[src/rtl/adc_spi_pkg.sv]
// Shared definitions for the 3-wire ADC configuration link (master and responder).
package adc_spi_pkg;

    localparam int unsigned FRAME_BITS = 24;
    localparam int unsigned ADDR_BITS  = 7;
    localparam int unsigned DATA_BITS  = 16;
    localparam logic        RW_READ    = 1'b1;

    typedef enum logic [1:0] {
        ST_IDLE,
        ST_ADDR,
        ST_DATA,
        ST_DONE
    } spi_state_e;

endpackage

[src/rtl/sync_edge.sv]
// 2-FF synchronizer with a third stage for registered rise/fall detection.
module sync_edge #(
    parameter logic RESET_VAL = 1'b1
) (
    input  logic clk_i,
    input  logic rst_i,
    input  logic d_i,
    output logic rise_o,
    output logic fall_o
);

    logic s1_q, s2_q, s3_q;
    logic rise_q, fall_q;

    always_ff @(posedge clk_i or posedge rst_i) begin
        if (rst_i) begin
            s1_q   <= RESET_VAL;
            s2_q   <= RESET_VAL;
            s3_q   <= RESET_VAL;
            rise_q <= 1'b0;
            fall_q <= 1'b0;
        end else begin
            s1_q   <= d_i;
            s2_q   <= s1_q;
            s3_q   <= s2_q;
            rise_q <= s2_q & ~s3_q;
            fall_q <= ~s2_q & s3_q;
        end
    end

    assign rise_o = rise_q;
    assign fall_o = fall_q;

endmodule

[src/rtl/spi_reg_responder.sv]
// 3-wire serial register target: oversamples the master's link, decodes
// 24-bit R/W frames and serves them from an internal register file.
module spi_reg_responder
    import adc_spi_pkg::*;
#(
    parameter int unsigned NUM_REGS = 32,
    parameter logic [15:0] ID_VALUE = 16'h5401
) (
    input  logic                   clk,
    input  logic                   reset,
    input  logic                   sclk,
    input  logic                   sdenb,
    input  logic                   sdio,
    output logic                   sdo,
    output logic                   sdo_oe,
    output logic                   wr_valid,
    output logic [6:0]             wr_addr,
    output logic [15:0]            wr_data,
    output logic [16*NUM_REGS-1:0] regs_flat,
    output logic                   frame_err,
    output logic [15:0]            frame_cnt
);

    logic sclk_rise, sclk_fall;

    sync_edge #(.RESET_VAL(1'b1)) u_sclk_sync (
        .clk_i  (clk),
        .rst_i  (reset),
        .d_i    (sclk),
        .rise_o (sclk_rise),
        .fall_o (sclk_fall)
    );

    logic sdenb_s1_q, sdenb_s2_q, sdenb_prev_q;
    logic sdio_s1_q, sdio_s2_q;
    logic [1:0] settle_q;
    logic armed_q;

    // The preset synchronizer stages would fake an sdenb fall if reset
    // releases mid-frame, so frame starts are only honoured once sdenb
    // has been seen high after the pipeline has flushed.
    always_ff @(posedge clk or posedge reset) begin
        if (reset) begin
            sdenb_s1_q   <= 1'b1;
            sdenb_s2_q   <= 1'b1;
            sdenb_prev_q <= 1'b1;
            sdio_s1_q    <= 1'b0;
            sdio_s2_q    <= 1'b0;
            settle_q     <= '0;
            armed_q      <= 1'b0;
        end else begin
            sdenb_s1_q   <= sdenb;
            sdenb_s2_q   <= sdenb_s1_q;
            sdenb_prev_q <= sdenb_s2_q;
            sdio_s1_q    <= sdio;
            sdio_s2_q    <= sdio_s1_q;
            if (settle_q != 2'd3)
                settle_q <= settle_q + 2'd1;
            if (settle_q == 2'd3 && sdenb_s2_q)
                armed_q <= 1'b1;
        end
    end

    logic sdenb_fall, sdenb_rise;
    assign sdenb_fall = armed_q & sdenb_prev_q & ~sdenb_s2_q;
    assign sdenb_rise = sdenb_s2_q & ~sdenb_prev_q;

    spi_state_e                 state_q;
    logic [4:0]                 bit_cnt_q;
    logic [FRAME_BITS-2:0]      sh_q;
    logic [FRAME_BITS-1:0]      sh_next;
    logic                       rw_q;
    logic [ADDR_BITS-1:0]       addr_q;
    logic [DATA_BITS-1:0]       shadow_q;
    logic [DATA_BITS-1:0]       rd_data;
    logic [DATA_BITS-1:0]       regs_q [NUM_REGS];
    logic                       sdo_q, sdo_oe_q, wr_valid_q, frame_err_q;
    logic [ADDR_BITS-1:0]       wr_addr_q;
    logic [DATA_BITS-1:0]       wr_data_q;
    logic [15:0]                frame_cnt_q;

    assign sh_next = {sh_q, sdio_s2_q};

    // reg0 holds ID_VALUE and is never written, so it serves reads directly.
    always_comb begin
        rd_data = '0;
        for (int unsigned i = 0; i < NUM_REGS; i++)
            if (sh_next[ADDR_BITS-1:0] == ADDR_BITS'(i))
                rd_data = regs_q[i];
    end

    always_ff @(posedge clk or posedge reset) begin
        if (reset) begin
            state_q     <= ST_IDLE;
            bit_cnt_q   <= '0;
            sh_q        <= '0;
            rw_q        <= 1'b0;
            addr_q      <= '0;
            shadow_q    <= '0;
            sdo_q       <= 1'b0;
            sdo_oe_q    <= 1'b0;
            wr_valid_q  <= 1'b0;
            frame_err_q <= 1'b0;
            wr_addr_q   <= '0;
            wr_data_q   <= '0;
            frame_cnt_q <= '0;
            for (int unsigned i = 0; i < NUM_REGS; i++)
                regs_q[i] <= (i == 0) ? ID_VALUE : '0;
        end else begin
            wr_valid_q  <= 1'b0;
            frame_err_q <= 1'b0;
            case (state_q)
                ST_IDLE: begin
                    bit_cnt_q <= '0;
                    sdo_q     <= 1'b0;
                    sdo_oe_q  <= 1'b0;
                    if (sdenb_fall)
                        state_q <= ST_ADDR;
                end
                ST_ADDR: begin
                    if (sdenb_rise) begin
                        state_q     <= ST_IDLE;
                        frame_err_q <= 1'b1;
                    end else if (sclk_rise) begin
                        sh_q      <= sh_next[FRAME_BITS-2:0];
                        bit_cnt_q <= bit_cnt_q + 5'd1;
                        if (bit_cnt_q == 5'(ADDR_BITS)) begin
                            rw_q     <= sh_next[ADDR_BITS];
                            addr_q   <= sh_next[ADDR_BITS-1:0];
                            shadow_q <= rd_data;
                            sdo_oe_q <= (sh_next[ADDR_BITS] == RW_READ);
                            state_q  <= ST_DATA;
                        end
                    end
                end
                ST_DATA: begin
                    if (sdenb_rise) begin
                        state_q     <= ST_IDLE;
                        frame_err_q <= 1'b1;
                        sdo_q       <= 1'b0;
                        sdo_oe_q    <= 1'b0;
                    end else begin
                        if (sclk_fall && rw_q == RW_READ) begin
                            sdo_q    <= shadow_q[DATA_BITS-1];
                            shadow_q <= {shadow_q[DATA_BITS-2:0], 1'b0};
                        end
                        if (sclk_rise) begin
                            sh_q      <= sh_next[FRAME_BITS-2:0];
                            bit_cnt_q <= bit_cnt_q + 5'd1;
                            if (bit_cnt_q == 5'(FRAME_BITS - 1)) begin
                                if (rw_q != RW_READ) begin
                                    wr_valid_q <= 1'b1;
                                    wr_addr_q  <= addr_q;
                                    wr_data_q  <= sh_next[DATA_BITS-1:0];
                                    for (int unsigned i = 1; i < NUM_REGS; i++)
                                        if (addr_q == ADDR_BITS'(i))
                                            regs_q[i] <= sh_next[DATA_BITS-1:0];
                                end
                                sdo_q    <= 1'b0;
                                sdo_oe_q <= 1'b0;
                                state_q  <= ST_DONE;
                            end
                        end
                    end
                end
                ST_DONE: begin
                    if (sdenb_rise) begin
                        state_q     <= ST_IDLE;
                        frame_cnt_q <= frame_cnt_q + 16'd1;
                    end
                end
                default: state_q <= ST_IDLE;
            endcase
        end
    end

    always_comb begin
        regs_flat = '0;
        for (int unsigned i = 0; i < NUM_REGS; i++)
            regs_flat[DATA_BITS*i +: DATA_BITS] = regs_q[i];
    end

    assign sdo       = sdo_q;
    assign sdo_oe    = sdo_oe_q;
    assign wr_valid  = wr_valid_q;
    assign wr_addr   = wr_addr_q;
    assign wr_data   = wr_data_q;
    assign frame_err = frame_err_q;
    assign frame_cnt = frame_cnt_q;

endmodule

[config.mk]
export PLATFORM = sky130hd
export DESIGN_NAME = spi_reg_responder
export DESIGN_NICKNAME = d
export VERILOG_FILES = /design/src/rtl/adc_spi_pkg.sv /design/src/rtl/sync_edge.sv /design/src/rtl/spi_reg_responder.sv
export SDC_FILE = /design/constraint.sdc
export NUM_CORES = 1
export LEC_CHECK = 0
export ABC_AREA = 1
export CAP_MARGIN = 25
export CORE_ASPECT_RATIO = 0.5
export CORE_UTILIZATION = 40
export DETAILED_ROUTE_END_ITERATION = 10
export PLACE_DENSITY = 0.64
export SKIP_LAST_GASP = 1
export SYNTH_ARGS = -nofsm -noshare
export SYNTH_HDL_FRONTEND = slang
export SYNTH_SLANG_ARGS = --single-unit
[constraint.sdc]
create_clock -name clk -period 41.7 [get_ports clk]
set_input_delay 4.17 -clock clk [delete_from_list [all_inputs] [get_ports clk]]
set_output_delay 4.17 -clock clk [all_outputs]
set_load 0.02 [all_outputs]
==> run metrics <==
outcome=completed; most frequent cell after synthesis=nand2_1; vias per cell=5.33; initial antenna violation count=1; Hold Vio Cnt, Final=0; dominant synthesized flop cell=dfrtp_1; Hold-fix buffers, CTS=0; top post-synthesis cells by count=1038 x nand2_1, 592 x dfrtp_1, 552 x o21ai_0; maximum number of pins on one net before global-route repair=174; post-synth top area cell=dfrtp_1; P_int=around 0.95 mW; Core Rows=65; number of diodes=0; Setup crit end kind=asynchronous set/reset pin; Post-route DRC=0; HPWL Detailed=74100 um; fmax=157 MHz; share of cells above drive strength 1=under 10%; min Tclk post-route=6.36 ns; Core Footprint=63900 um^2; RSZ-0062 raised after global routing=false; CTS resizes=0; static leakage=14.8 nW; Worst Tran Pin Value=1.08 ns; worst path required time=42.30 ns; H-tree level count=2; clock root cell=clkbuf_16; Clk Latency, worst-skew pair=0.61 ns; max-slew violations=0; drt pass-1 iters=6; Fin Setup TNS=0 ns; Hold WC Path Type=register to register; power density cells=39.5 nW/um^2; Mapped Cells=3180; Final nets=3654; area delta synth->final=31.6%; vias in the first global route=approximately 22000; CTS clk-pin slew, worst paths=0.07 ns; Worst slew margin=28.1%; Combinational Power Share=between 15 and 20%; die width=364 um; Max rail drop VDD=0.0379 mV; number of synthesized flops with an enable pin=0; WL/cell=between 20 and 25 um; die area=66600 um^2; RD Place Congestion=around 0.95; Final Cycle Share=15.3%; R2R cell count=22; sw frac=30.5%; via count=24300; clk buf depth=3; Starting Density=41.0%; CTS tree=yes; Tot GR Track Use=a little over 30%; clock tree sinks=approximately 600; net switching power=0.416 mW; clock power share=40.0%; critical path peak fanout=173; Post-Syn Area per Cell=8.24 um^2; Place WS=approximately 35 ns; ordered cell list for the critical path=clkdlybuf4s50_1 > inv_8 > buf_12 > buf_4; WP data arrival=6.97 ns; first-pass GRT wire length=between 150000 and 200000 um; Post-CTS Setup Bufs=0; Setup Viol. Count Final=0; Antenna Nets Post-Route=0; die height=about 180 um; cts bufs inserted=54; Iter 0 DRT Violations=2951; yosys warns=16; Fillers=roughly 5900; Worst path slowest cell=buf_4; #FFs+latches synth=around 600; Max Cap Viol=0; port bufs=543; sequential-to-total area share from yosys stat=57.1%; Fin Clk Skew=~0.013 ns; Distinct cells, synth=37; CP peak stage delay=~0.82 ns; hold path cells=0; Area contributors post-synth=dfrtp_1 57%, nand2_1 15%, o21ai_0 11%; GRT overflow=0; setup ws final=35.34 ns; FFs w/ async S/R, synth=100%; drt total wl=106000 um; top cell type's share of synthesized area=56.5%; Mapped Area=~26000 um^2; Ports=560; worst setup path class=input port to asynchronous set/reset pin; Flop pwr share=44.3%; CP startpoint kind=input port
[critical path, delay by kind of cell]
kind / cells / cell delay [ns]
buf+inv: 4 / 2.55
[power groups by stage]
stage / sequential [mW] / combinational, mW / clock, mW
final: 0.604 / 0.214 / 0.546
after detailed placement: 0.615 / 0.208 / 0
after global placement: 0.614 / 0.204 / 0
after global routing: 0.606 / 0.227 / 0.572
after CTS: 0.604 / 0.209 / 0.549
after floorplan: 0.615 / 0.115 / 0
[cells by family after synthesis]
logic type / share of synthesized area [%]
other: 0.0143
multiplexers: 0.124
AND/OR/NAND/NOR: 23.6
XOR/XNOR: 0.501
AO/OA/AOI/OAI: 12.0
buffers and inverters: 6.33
adder cells (fa/ha/maj): 0.334
flip-flops: 57.1
[final timing paths]
path                       slack (ns)               end        startpoint
hold / removal                   0.36  u_sclk_sync.s2_q  u_sclk_sync.s1_q
hold reg to reg                  0.36  u_sclk_sync.s2_q  u_sclk_sync.s1_q
setup reg to reg                36.20       shadow_q[6]           sh_q[0]
min in group asynchronous        4.06      frame_cnt[9]             reset
max in group clk                35.78     regs_flat[16]     regs_flat[16]
setup / recovery                35.34     regs_flat[23]             reset
[cells in the final DEF (no fill, tap or decap), drive strengths merged, types with 6 or more instances in the layout]
| master | instances |
|---|---|
| clkinv | 7 |
| nor2 | 242 |
| or2 | 38 |
| clkbuf | 86 |
| xor2 | 9 |
| clkdlybuf4s50 | 543 |
| buf | 59 |
| conb | 16 |
| dfrtp | 592 |
| bufinv | 6 |
| nand4 | 102 |
| xnor2 | 6 |
| dfstp | 6 |
| nor4 | 9 |
| nor3 | 15 |
| ha | 7 |
| nand3 | 61 |
| nand2 | 1043 |
| a21oi | 63 |
| inv | 207 |
| o21ai | 557 |
[area by class of cell]
class	instances	area (um^2)	share of cell area, %
Sequential cell	598	15000	43.4
Tap cell	871	1090	3.16
Clock inverter	14	228	0.660
Clock buffer	86	1700	4.91
Multi-Input combinational cell	2177	9650	28.0
Inverter	209	792	2.30
Timing Repair Buffer	602	6070	17.6
[flip-flops by register name (all words and copies together), names as in the netlist, 2 cells and up]
register   flops
regs_flat    496
frame_cnt     16
shadow_q      16
wr_data       16
sh_q          15
addr_q         7
wr_addr        7
bit_cnt_q      5
settle_q       2
state_q        2
[metrics by stage]
step / hold WS, ns / cells / total power, mW / area [um^2] / utilization, %
after floorplan: 0.331 / 3195 / 0.730 / 26300 / -
after global placement: 0.333 / 4444 / 0.819 / 32300 / 50.5
after detailed placement: 0.350 / 4452 / 0.823 / 32500 / 50.8
after CTS: 0.357 / 4552 / 1.36 / 34400 / 53.8
after global routing: 0.361 / 4557 / 1.40 / 34500 / 54.0
final: 0.361 / 4557 / 1.36 / 34500 / 54.0
[routing by layer]
metal / up-vias / GRT usage, % / part of all wire [%]
li1: 11100 / - / -
met4: 0 / 10.2 / 3.7
met1: 11900 / 43.7 / 42
met3: 178 / 3.86 / 7.4
met2: 1095 / 50.2 / 47
met5: - / 0 / 0
Note: power is estimated with default switching activity, not from simulation.
